[config.mk]
export PLATFORM = sky130hd
export DESIGN_NAME = cart_mem_arbiter
export DESIGN_NICKNAME = d
export VERILOG_FILES = /design/src/rtl/cart_mem_arbiter.sv
export SDC_FILE = /design/constraint.sdc
export NUM_CORES = 1
export LEC_CHECK = 0
export ABC_AREA = 1
export CAP_MARGIN = 20
export CORE_ASPECT_RATIO = 1.4
export CORE_MARGIN = 10
export CORE_UTILIZATION = 35
export CTS_CLUSTER_SIZE = 24
export DETAILED_ROUTE_END_ITERATION = 6
export PLACE_DENSITY = 0.72
export SYNTH_ARGS = -nofsm -noshare
export SYNTH_HDL_FRONTEND = slang
export SYNTH_SLANG_ARGS = --single-unit
[constraint.sdc]
create_clock -name clock -period 3.3 [get_ports clock]
set_clock_uncertainty 0.15 [all_clocks]
set_input_delay 0.33 -clock clock [delete_from_list [all_inputs] [get_ports clock]]
set_output_delay 0.33 -clock clock [all_outputs]
set_load 0.01 [all_outputs]
[src/rtl/cart_mem_arbiter.sv]
// Cartridge memory arbiter: shares one single-port memory between the CPU
// (PRG space) and the PPU (CHR space). Every access takes four cycles:
// IDLE (grant) -> ISSUE (strobe) -> WAIT (read data returns) -> DONE (ack).
//
// Handshake: a requester raises req (with we/addr/wdata stable) and holds it
// until it sees a one-cycle ack. It must drop req in the cycle after ack; req
// is sampled only in IDLE, so a req still high there starts a new access.
module cart_mem_arbiter #(
    parameter int ADDR_W       = 21,
    parameter int PPU_PRIORITY = 0
) (
    input  logic              clock,
    input  logic              reset,
    input  logic              cart_ready,
    input  logic              cpu_req,
    input  logic              cpu_we,
    input  logic [ADDR_W-1:0] cpu_addr,
    input  logic [7:0]        cpu_wdata,
    output logic              cpu_ack,
    output logic [7:0]        cpu_rdata,
    input  logic              ppu_req,
    input  logic              ppu_we,
    input  logic [ADDR_W-1:0] ppu_addr,
    input  logic [7:0]        ppu_wdata,
    output logic              ppu_ack,
    output logic [7:0]        ppu_rdata,
    output logic [ADDR_W-1:0] mem_address,
    output logic              mem_prg_sel,
    output logic              mem_chr_sel,
    output logic              mem_rden,
    output logic              mem_wren,
    output logic [7:0]        mem_wdata,
    input  logic [7:0]        mem_rdata,
    output logic              busy,
    output logic [1:0]        dbg_state
);

    typedef enum logic [1:0] {
        S_IDLE  = 2'd0,
        S_ISSUE = 2'd1,
        S_WAIT  = 2'd2,
        S_DONE  = 2'd3
    } state_t;

    state_t              r_state;
    state_t              w_next;
    logic                w_start;
    logic                w_grant_ppu;
    logic                w_grant_we;

    logic                r_owner_ppu;
    logic                r_last_ppu;
    logic                r_we;
    logic [ADDR_W-1:0]   r_address;
    logic [7:0]          r_wdata;
    logic                r_prg_sel;
    logic                r_chr_sel;
    logic                r_rden;
    logic                r_wren;
    logic                r_cpu_ack;
    logic                r_ppu_ack;
    logic [7:0]          r_cpu_rdata;
    logic [7:0]          r_ppu_rdata;
    logic                r_busy;

    // Next state and grant decision; a grant only happens from IDLE.
    always_comb begin
        w_next      = r_state;
        w_start     = 1'b0;
        w_grant_ppu = 1'b0;
        case (r_state)
            S_IDLE: begin
                if (cart_ready && (cpu_req || ppu_req)) begin
                    w_start = 1'b1;
                    w_next  = S_ISSUE;
                    if (cpu_req && ppu_req) begin
                        // Tie: fixed PPU priority, or hand it to whoever did not go last.
                        w_grant_ppu = (PPU_PRIORITY != 0) ? 1'b1 : ~r_last_ppu;
                    end else begin
                        w_grant_ppu = ppu_req;
                    end
                end
            end
            S_ISSUE: w_next = S_WAIT;
            S_WAIT:  w_next = S_DONE;
            S_DONE:  w_next = S_IDLE;
            default: w_next = S_IDLE;
        endcase
    end

    assign w_grant_we = w_grant_ppu ? ppu_we : cpu_we;

    // State register.
    always_ff @(posedge clock or posedge reset) begin
        if (reset) begin
            r_state <= S_IDLE;
        end else begin
            r_state <= w_next;
        end
    end

    // Registered outputs: strobes are set on entry to ISSUE, data/ack on entry to DONE.
    always_ff @(posedge clock or posedge reset) begin
        if (reset) begin
            r_owner_ppu <= 1'b0;
            r_last_ppu  <= 1'b1;
            r_we        <= 1'b0;
            r_address   <= '0;
            r_wdata     <= '0;
            r_prg_sel   <= 1'b0;
            r_chr_sel   <= 1'b0;
            r_rden      <= 1'b0;
            r_wren      <= 1'b0;
            r_cpu_ack   <= 1'b0;
            r_ppu_ack   <= 1'b0;
            r_cpu_rdata <= '0;
            r_ppu_rdata <= '0;
            r_busy      <= 1'b0;
        end else begin
            r_prg_sel <= 1'b0;
            r_chr_sel <= 1'b0;
            r_rden    <= 1'b0;
            r_wren    <= 1'b0;
            r_cpu_ack <= 1'b0;
            r_ppu_ack <= 1'b0;
            r_busy    <= (w_next != S_IDLE);
            if (w_start) begin
                // we is latched so a requester that drops req mid-access cannot change it.
                r_owner_ppu <= w_grant_ppu;
                r_we        <= w_grant_we;
                r_address   <= w_grant_ppu ? ppu_addr : cpu_addr;
                r_wdata     <= w_grant_ppu ? ppu_wdata : cpu_wdata;
                r_prg_sel   <= ~w_grant_ppu;
                r_chr_sel   <= w_grant_ppu;
                r_rden      <= ~w_grant_we;
                r_wren      <= w_grant_we;
            end
            if (r_state == S_WAIT) begin
                if (!r_we) begin
                    if (r_owner_ppu) r_ppu_rdata <= mem_rdata;
                    else             r_cpu_rdata <= mem_rdata;
                end
                r_cpu_ack <= ~r_owner_ppu;
                r_ppu_ack <= r_owner_ppu;
            end
            if (r_state == S_DONE) begin
                r_last_ppu <= r_owner_ppu;
            end
        end
    end

    assign cpu_ack     = r_cpu_ack;
    assign cpu_rdata   = r_cpu_rdata;
    assign ppu_ack     = r_ppu_ack;
    assign ppu_rdata   = r_ppu_rdata;
    assign mem_address = r_address;
    assign mem_prg_sel = r_prg_sel;
    assign mem_chr_sel = r_chr_sel;
    assign mem_rden    = r_rden;
    assign mem_wren    = r_wren;
    assign mem_wdata   = r_wdata;
    assign busy        = r_busy;
    assign dbg_state   = r_state;

endmodule
# == Word-level counts from Yosys, hierarchy flattened ==
# Index checks and enable logic that the tools add are counted.
# Widths: inputs -> output; s select.
# word_totals
ff_bits,57
input_bits,73
output_inout_bits,54
word_cells,46
# classes
n_eq_ne,3
mux,16
bitwise,5
n_reduce_logical,7
# ops
cell,n
$mux 21,1
$mux 1,12
$mux 8,1
$pmux 2 s4,1
$reduce_and 3->1,2
$not 1->1,5
$eq 2x2->1 const B,2
$eq 2x1->1 const B,1
$logic_and 1x1->1,2
$logic_not 2->1,1
$mux 2,1
$reduce_bool 2->1,1
$logic_or 1x1->1,1

# == Logic depth before layout (Yosys ltp) ==
# Gate-level depths: netlist (run 1).
# depth
word_depth,7
depth_mapped,9

# == Worst setup path after synthesis (run 1) ==
# No wires, ideal clock.
# synth_timing
kind,register to register
startpoint,register r_state[0] (netlist: dbg_state[0])
endpoint,register r_address[3] (netlist: mem_address[3])
setup_ps,124
arrival_ps,1253
t_required_ps,3026
setup_slack_ps,1773
path_stages_with_launch,10
synth_period_minus_slack_ps,1527
path_cell_list,dfrtp_1 -> inv_1 -> ha_1 -> nand2_1 -> inv_1 -> nand3_1 -> inv_2 -> buf_6 -> nand2_1 -> nand3_1
# synth_between
elab_chain_len,3
# synth_rtl
item,line_no,source
"start, declared",45,state_t r_state;
"start signal, assigned",98,r_state <= w_next;
$logic_not 2->1 (*),71,case (r_state)
$mux 1,71,
$mux 21,131,r_address <= w_grant_ppu ? ppu_addr : cpu_addr;
"end signal, assigned",131,
"end, declared",54,logic [ADDR_W-1:0] r_address;
# Every way passes the cells marked *; elsewhere a longest branch is shown, timed or not.
# A chain may end at the register's enable or synchronous reset.

# == Worst setup path after layout (run 1) ==
# layout_timing
startpoint,register r_state[0] (netlist: dbg_state[0])
endpoint,register r_wdata[7] (netlist: mem_wdata[7])
# layout_between
elab_chain_len,3
# layout_rtl
item,line_no,source
$logic_not 2->1 (*),71,
$mux 1,71,
$mux 8,132,r_wdata <= w_grant_ppu ? ppu_wdata : cpu_wdata;
"end signal, assigned",132,
"end, declared",55,logic [7:0] r_wdata;
# Marked as above.

==> run summary, run 1 <==
- Core Footprint: 6890 µm²
- Max Cap Viol: 0
- worst path arrival time: 2.02 ns
- die area: 10,800 µm²
- filler-free cell count of the finished design: 494
- CTS tree: built
- Critical Path Source Type: flop
- Die Width: 90.6 µm
- Fillers: 670
- maximum clock insertion buffer count: 2
- first-iteration detailed-routing DRC count: 115
- number of instances in the synthesized netlist: 268
- Worst-path clk slew: 0.06 ns
- CP startpoint: dbg_state[0]
- top-area cell type share of the netlist area: 57.4%
- synthesis-stage register bit count: 57
- number of H-tree levels: 3
- detailed-route wire length: 7400 µm
- number of vias per cell: 4.58
- # nets final: 470
- DRT antenna net count: 0
- worst hold-check slack: 0.0946 ns
- count of boundary I/O pins: 127
- vertical die dimension: 119 µm
- synth top area cells: sky130_fd_sc_hd__dfrtp_1 57%, sky130_fd_sc_hd__nand2_1 13%, sky130_fd_sc_hd__nand3_1 12%, sky130_fd_sc_hd__buf_6 3.7%, sky130_fd_sc_hd__o21ai_0 3.3%
- required time at the worst-slack endpoint: 3.41 ns
- RSZ-0062 raised after global routing: no
- Core Util, Final: 56.6%
- max frequency: 524 MHz
- Final setup violation count: 0
- crit path time final: 1.91 ns
- number of vias after detailed routing: 2,262
- buffers and inverters on the worst path: 3
- peak ir drop on the vdd network: 0.319 mV
- highest fanout seen on the critical path: 30
- worst path cell trace: inv_1 -> ha_1 -> nand2_1 -> inv_1 -> nand3_1 -> inv_2 -> nand2_1 -> nand3_1
- global placer's final weighted congestion: 0.754
- largest stage delay on the critical path: 0.44 ns
- via count of the first global-routing pass: 2,418
- number of cell rows: 36
- Detailed Routing Iterations Pass 1: 4
- family with the most delay on the worst path: buffers and inverters
- share of post-route cells with drive strength above 1: 6.52%
- Post-synth EDFFs: 0
- antenna fix cells: 0
- total negative slack: 0 ns
- worst hold-check path type: primary input to asynchronous set/reset pin
- tightest slew margin relative to the limit: 61.3%
- antenna violations before repair: 0
- cell with the most instances after synthesis: sky130_fd_sc_hd__nand2_1
- clock latency at the later pin of the worst-skew pair: 0.33 ns
- wire length of the first global-routing pass: 12,100 µm
- Layout area overhead: 59.7%
- final hold viol count: 0
- detailed-placement wirelength estimate: 5670 µm
- Post-Syn Nets: 344
- number of buffers added by the clock tree synthesis step: 9
- Routed WL per cell: 15.0 µm
- initial standard-cell utilization of the core: 35.4%
- slew at the pin with the worst max-slew slack: 0.580 ns
- number of buffers inserted by hold repair at cts: 0
- Total Routing Usage GR: 13.9%
- Placed Cells incl. Taps: 478
- Worst R2R Start: dbg_state[0]
- Setup CP Type: flop to flop
- Post-route DRC: 0
- number of sinks handled by clock tree synthesis: 57
- port buffer count: 126
- Power Density: 826 nW/µm²
- Synth async-reset ratio: 100%
- most area-hungry cell type in the Yosys netlist: sky130_fd_sc_hd__dfrtp_1
- Max stage delay cell, worst path: sky130_fd_sc_hd__inv_2
- dominant synthesized flop cell: sky130_fd_sc_hd__dfrtp_1
- maximum number of pins on one net before global-route repair: 46
- yosys synthesis warning count: 0
- post-CTS setup repair buffer count: 0
- run status: complete, no violations
- average size of a mapped cell: 9.11 µm²
- LEAKAGE: 1.80 nW
- most used standard cells in the synthesized netlist: 84 x sky130_fd_sc_hd__nand2_1, 60 x sky130_fd_sc_hd__nand3_1, 56 x sky130_fd_sc_hd__dfrtp_1, 20 x sky130_fd_sc_hd__inv_1, 16 x sky130_fd_sc_hd__o21ai_0
- Root Buffer: sky130_fd_sc_hd__clkbuf_8
- max-slew violation total from the final report: 0
- number of resized instances in the post-cts repair step: 0
- count of distinct cell types in the synthesized netlist: 20
- part of the Yosys area used for sequential elements: 58.5%
- total power of the final layout: 3.22 mW
- area of the mapped netlist: 2440 µm²
- portion of the clock cycle consumed by the worst path in the final layout: 57.9%
- CP Capture Type: flop
- total gr overflow: 0
worst paths after layout:
| path | cells after the start | slack, ns | end |
|---|---|---|---|
| min in group clock | 1 | 0.34 | cpu_ack |
| max reg2reg | 8 | 1.39 | mem_wdata[7] |
| max in group asynchronous | 3 | 2.05 | mem_wdata[0] |
| min | 2 | 0.09 | ppu_rdata[0] |
| max | 8 | 1.39 | mem_wdata[7] |
| min reg2reg | 1 | 0.34 | cpu_ack |
placed cells by master, fill, tap and decap left out, types with 2 or more instances in the layout:
cell type and instances:
sky130_fd_sc_hd__a21oi_1 3, sky130_fd_sc_hd__buf_4 3, sky130_fd_sc_hd__clkbuf_8 11, sky130_fd_sc_hd__clkdlybuf4s50_1 126, sky130_fd_sc_hd__clkinv_2 3, sky130_fd_sc_hd__clkinvlp_4 2
sky130_fd_sc_hd__dfrtp_1 56, sky130_fd_sc_hd__ha_1 3, sky130_fd_sc_hd__inv_1 19, sky130_fd_sc_hd__inv_2 2, sky130_fd_sc_hd__nand2_1 84, sky130_fd_sc_hd__nand3_1 60
sky130_fd_sc_hd__nor2_1 4, sky130_fd_sc_hd__o21ai_0 16
final cells by class:
| type | instances | area, µm² | area share (%) |
|---|---|---|---|
| timing repair buffer | 129 | 1280 | 32.9 |
| tap | 95 | 119 | 3.05 |
| inverter | 22 | 85.1 | 2.18 |
| sequential | 57 | 1430 | 36.6 |
| clock buffer | 11 | 151 | 3.88 |
| clock inverter | 5 | 30.0 | 0.770 |
| multi-input combinational | 175 | 803 | 20.6 |
where the power goes:
group          switching, mW  leakage, nW  total, mW  internal [mW]
Combinational          0.667         1.00       1.44          0.777
Sequential             0.174        0.707       1.20           1.02
Clock                  0.271       0.0911      0.580          0.309
Total                   1.11         1.80       3.22           2.11
layer usage:
layer	wire, µm	global-route usage [%]	vias up	share of wire, %
met1	2820	13.7	1049	38
met3	643	6.79	12	8.7
met4	153	5.69	0	2.1
met5	0	0	-	0
li1	-	-	1115	-
met2	3790	24.1	86	51
per-stage QoR:
stage | setup slack (ns) | instance area, µm²
after floorplan | 1.42 | 2440
after global placement | 1.15 | 3720
after detailed placement | 1.11 | 3720
after CTS | 1.37 | 3900
after global routing | 1.21 | 3900
final | 1.39 | 3900
flip-flops by register name (all words and copies together) (netlist names):
register and flops:
busy 1, cpu_ack 1, cpu_rdata 8, dbg_state 2
mem_address 21, mem_chr_sel 1, mem_prg_sel 1, mem_rden 1
mem_wdata 8, mem_wren 1, ppu_ack 1, ppu_rdata 8
r_last_ppu 1, r_owner_ppu 1, r_we 1
cells by family (layout without fill, tap and decap cells):
family	count (synthesis)	count (layout)	synth area share (%)
buffers and inverters	36	167	8.66
AOI/OAI and AO/OA	20	20	4.25
DFF	57	57	58.5
and+or+nand+nor	152	152	27.1
adders and majority gates	3	3	1.54
No activity file was read; power rests on OpenSTA's default activity.
==> run 2, diff against run 1 <==
- PLACE_DENSITY: 0.72 -> 0.75
- clock period: 3.3 -> 1.7 ns (I/O delays scaled with it)
==> run 2 against run 1 <==
Flip-flop and latch count unchanged. Routed wire length increased by 0.58%. Combinational power increased by 100%. Non-clock buffer count increased by 8. Critical endpoint is now dbg_state[1]. Register-to-register slack got worse by 1.3 ns. Via count increased by 1.8%. Largest power group unchanged. Cell count increased by 1.6%. Utilization increased by 3.0 points. Global-route usage about the same.
==> run summary, run 2 (synthesis gave the netlist of run 1 again) <==
- most frequent standard cell in the layout excluding fill and tap cells: sky130_fd_sc_hd__clkdlybuf4s50_1
- Routed WL per cell: 14.8 µm
- maximum clock insertion buffer count: 2
- number of buffers added by the clock tree synthesis step: 9
- buffers and inverters on the worst path: 1
- Worst R2R Start: dbg_state[1]
- Placed Cells incl. Taps: 486
- number of sinks handled by clock tree synthesis: 57
- antenna fix cells: 0
- worst setup slack after placement: 0.0860 ns
- max-slew violation total from the final report: 0
- die area: 10,800 µm²
- Post-route DRC: 0
- CTS tree: built
- detailed-placement wirelength estimate: 6010 µm
- Total Routing Usage GR: 13.9%
- capture instance of the worst register-to-register path: mem_address[18]
- worst hold-check path type: primary input to asynchronous set/reset pin
- Fillers: 635
- Layout area overhead: 68.1%
- Worst Reg-to-Reg Cells: 8
- worst path cell trace: clkdlybuf4s50_1
- number of H-tree levels: 3
- commonest non-fill, non-tap cells in the layout: 125 x sky130_fd_sc_hd__clkdlybuf4s50_1, 81 x sky130_fd_sc_hd__nand2_1, 59 x sky130_fd_sc_hd__nand3_1, 56 x sky130_fd_sc_hd__dfrtp_1, 18 x sky130_fd_sc_hd__inv_1
- Worst-path clk slew: 0.07 ns
- detailed-route wire length: 7450 µm
- RSZ-0062 raised after global routing: no
- first-iteration detailed-routing DRC count: 62
- Final setup violation count: 0
- Critical Path Source Type: flop
- total power of the final layout: 6.68 mW
- highest fanout seen on the critical path: 4
- maximum number of pins on one net before global-route repair: 26
- final hold viol count: 0
- required time at the worst-slack endpoint: 1.38 ns
- Setup CP Type: flop to primary output
- final worst setup slack: 0.0896 ns
- count of boundary I/O pins: 127
- crit path time final: 1.61 ns
- slew at the pin with the worst max-slew slack: 0.330 ns
- total gr overflow: 0
- port buffer count: 126
- antenna violations before repair: 0
- CP Capture Type: primary output
- initial standard-cell utilization of the core: 35.4%
- number of vias per cell: 4.59
- FF-to-FF setup slack: 0.12 ns
- Max Cap Viol: 0
- # nets final: 478
- Power Density: 1630 nW/µm²
- via count of the first global-routing pass: 2,474
- number of buffers inserted by hold repair at cts: 0
- clock latency at the later pin of the worst-skew pair: 0.32 ns
- DRT antenna net count: 0
- portion of the clock cycle consumed by the worst path in the final layout: 94.7%
- final design instance area without fill: 4110 µm²
- tightest slew margin relative to the limit: 77.9%
- share of post-route cells with drive strength above 1: 9.58%
- flip-flop count of the largest register, all copies and words added: 21
- number of cell rows: 36
- LEAKAGE: 1.90 nW
- wire length of the first global-routing pass: 12,200 µm
- Root Buffer: sky130_fd_sc_hd__clkbuf_8
- area post-placement: 3860 µm²
- Detailed Routing Iterations Pass 1: 4
- global placer's final weighted congestion: 0.724
- vertical die dimension: 119 µm
- number of vias after detailed routing: 2,303
- family with the most delay on the worst path: buffers and inverters
- max frequency: 621 MHz
- Max stage delay cell, worst path: sky130_fd_sc_hd__clkdlybuf4s50_1
- largest stage delay on the critical path: 0.57 ns
- worst path arrival time: 1.29 ns
- run status: complete, no violations
- total negative slack: 0 ns
- Die Width: 90.6 µm
- filler-free cell count of the finished design: 502
- peak ir drop on the vdd network: 0.765 mV
- Core Footprint: 6890 µm²
## run 2: cell type report
type	instances	area (µm²)	share of cell area [%]
clock inverter	5	77.6	1.89
tap	95	119	2.90
sequential	57	1430	34.8
timing repair buffer	137	1430	34.7
multi-input combinational	175	816	19.9
inverter	22	88.8	2.16
clock buffer	11	151	3.69
## run 2: how the worst max path moves through the flow
stage	start	end	slack, ns	depth (start not counted)
2_1_floorplan	dbg_state[0]	mem_address[3]	0.17	9
3_3_place_gp	ppu_req	mem_wdata[1]	0.11	6
3_5_place_dp	ppu_req	mem_wdata[2]	0.09	6
4_1_cts	dbg_state[0]	dbg_state[0]	0.03	2
5_1_grt	dbg_state[1]	mem_address[12]	0.0006	8
6_report	dbg_state[1]	dbg_state[1]	0.09	1
## run 2: repair_timing
| item | CTS | global route |
|---|---|---|
| setup endpoints to repair | 0 | 42 |
| setup buffers | 0 | 0 |
| gates resized for setup | 0 | 7 |
| hold endpoints to repair | 0 | 0 |
## run 2: where the power goes
group | internal, mW | switching [mW] | leakage (nW)
Combinational | 1.61 | 1.34 | 1.08
Sequential | 1.99 | 0.323 | 0.707
Clock | 0.900 | 0.513 | 0.115
## run 2: per-stage QoR
| stage | utilization (%) | hold slack, ns |
|---|---|---|
| after global routing | 59.6 | 0.0316 |
| after CTS | 59.3 | 0.0112 |
| after detailed placement | 56.0 | 0.322 |
| after floorplan | - | 0.106 |
| final | 59.6 | 0.0127 |
| after global placement | 56.0 | 0.317 |
## run 2: metal layers
layer	track usage (%)	vias to the layer above	share of wire [%]
li1	-	1130	-
met1	12.8	1079	35
met2	26.0	85	55
met3	6.41	9	8.6
met4	4.89	0	1.4
met5	0	-	0
==> run 3, diff against run 2 <==
- PLACE_DENSITY: 0.75 -> 0.74
- SLEW_MARGIN: not set -> 20
==> run 3 against run 2 <==
Power is 1.3% lower. Utilization is 0.82 points lower. Count of clock-buffer cells in the layout rose by 1. Non-clock buffer count unchanged. Clock power is 6% lower. Register-to-register slack improved by 0.02 ns. Design area decreased by 1.4%. Cell count is the same. Flip-flop and latch count did not move. Worst hold slack gained 0.10 ns. First-iteration DRC count up 60%. Critical path depth up 1.
==> run summary, run 3 (synthesis gave the netlist of run 1 again) <==
- Die Width: 90.6 µm
- first-iteration detailed-routing DRC count: 99
- number of cell rows: 36
- Power Density: 1630 nW/µm²
- most frequent standard cell in the layout excluding fill and tap cells: sky130_fd_sc_hd__clkdlybuf4s50_1
- Worst-path clk slew: 0.07 ns
- detailed-route wire length: 7520 µm
- Post-route DRC: 0
- Core Util, Final: 58.8%
- max frequency: 611 MHz
- # nets final: 478
- port buffer count: 126
- highest fanout seen on the critical path: 3
- Max Cap Viol: 0
- worst hold-check path type: primary input to asynchronous set/reset pin
- max-slew violation total from the final report: 0
- Final setup violation count: 0
- number of vias after detailed routing: 2,323
- peak ir drop on the vdd network: 1.10 mV
- Root Buffer: sky130_fd_sc_hd__clkbuf_8
- total gr overflow: 0
- number of buffers added by the clock tree synthesis step: 9
- Core Footprint: 6890 µm²
- vertical die dimension: 119 µm
- number of vias per cell: 4.63
- clock latency at the later pin of the worst-skew pair: 0.32 ns
- count of boundary I/O pins: 127
- worst hold-check slack: 0.115 ns
- flip-flop count of the largest register, all copies and words added: 21
- FF-to-FF setup slack: 0.14 ns
- CP Capture Type: primary output
- antenna fix cells: 0
- initial standard-cell utilization of the core: 35.4%
- worst path cell trace: buf_4 -> clkdlybuf4s50_1
- commonest non-fill, non-tap cells in the layout: 126 x sky130_fd_sc_hd__clkdlybuf4s50_1, 82 x sky130_fd_sc_hd__nand2_1, 60 x sky130_fd_sc_hd__nand3_1, 56 x sky130_fd_sc_hd__dfrtp_1, 19 x sky130_fd_sc_hd__inv_1
- detailed-placement wirelength estimate: 6010 µm
- Worst Reg-to-Reg Cells: 9
- CTS tree: built
- number of sinks handled by clock tree synthesis: 57
- maximum number of pins on one net before global-route repair: 58
- global placer's final weighted congestion: 0.809
- Total Routing Usage GR: 14.0%
- required time at the worst-slack endpoint: 1.38 ns
- Routed WL per cell: 15.0 µm
- LEAKAGE: 1.87 nW
- via count of the first global-routing pass: 2,489
- Critical Path Source Type: flop
- run status: complete, no violations
- Detailed Routing Iterations Pass 1: 4
- number of H-tree levels: 3
- Setup CP Type: flop to primary output
- wire length of the first global-routing pass: 12,300 µm
- tightest slew margin relative to the limit: 70.2%
- DRT antenna net count: 0
- final hold viol count: 0
- Max stage delay cell, worst path: sky130_fd_sc_hd__clkdlybuf4s50_1
- total negative slack: 0 ns
- slew at the pin with the worst max-slew slack: 0.445 ns
- crit path time final: 1.64 ns
- worst path arrival time: 1.32 ns
- antenna violations before repair: 0
- die area: 10,800 µm²
- area post-placement: 3830 µm²
- largest stage delay on the critical path: 0.53 ns
- final design instance area without fill: 4050 µm²
- capture instance of the worst register-to-register path: mem_address[2]
- Layout area overhead: 65.8%
- portion of the clock cycle consumed by the worst path in the final layout: 96.2%
- Worst R2R Start: dbg_state[1]
- share of post-route cells with drive strength above 1: 8.35%
- maximum clock insertion buffer count: 2
## run 3: cell types whose count changed in the layout (fill, tap and decap cells not counted), sizes merged
cell,before,now
clkbuf,11,12
clkdlybuf4s50,125,126
clkinvlp,2,1
dlymetal6s2s,1,0
## run 3: area by class of cell
class	count	area [µm²]
tap	95	119
fill	637	2840
clock inverter	4	70.1
inverter	22	88.8
timing repair buffer	137	1400
clock buffer	12	135
multi-input combinational	175	811
sequential	57	1430
## run 3: power by group
part | internal, mW | switching, mW | leakage (nW)
Combinational | 1.61 | 1.34 | 1.06
Clock | 0.822 | 0.505 | 0.104
Sequential | 1.99 | 0.321 | 0.707
## run 3: what timing repair did
| action | in CTS | in global routing |
|---|---|---|
| hold buffers | 0 | 0 |
| endpoints found under the setup margin | 0 | 39 |
| resized for setup | 0 | 4 |
| setup buffers | 0 | 0 |
## run 3: per-layer routing
metal / share of wire, % / track usage, % / wire [µm] / vias up
li1: - / - / - / 1133
met1: 36 / 13.1 / 2690 / 1091
met2: 54 / 26.1 / 4070 / 85
met3: 7.5 / 5.91 / 567 / 14
met4: 2.5 / 5.79 / 189 / 0
met5: 0 / 0 / 0 / -
## run 3: critical path, delay by kind of cell, from the launching register on
kind	cells	cell delay, ns
buffers and inverters	2	0.65
DFF	1	0.34
## run 3: through the flow
step                setup slack, ns  instances  power (mW)
finish                       0.0642        502        6.59
global route               -0.00831        502        7.07
CTS                          0.0297        502        6.68
detailed placement            0.101        486        5.32
global placement              0.129        486        5.25
floorplan                     0.173        268        3.62
## run 3: worst max-delay path by stage
| stage | startpoint | to | slack, ns | cells after the start |
|---|---|---|---|---|
| after floorplan | dbg_state[0] | mem_address[3] | 0.17 | 9 |
| after global placement | ppu_req | busy | 0.13 | 6 |
| after detailed placement | dbg_state[1] | mem_address[12] | 0.10 | 9 |
| after CTS | dbg_state[0] | dbg_state[0] | 0.03 | 2 |
| after global routing | dbg_state[0] | ppu_rdata[5] | -0.008 | 7 |
| final | dbg_state[0] | dbg_state[0] | 0.06 | 2 |
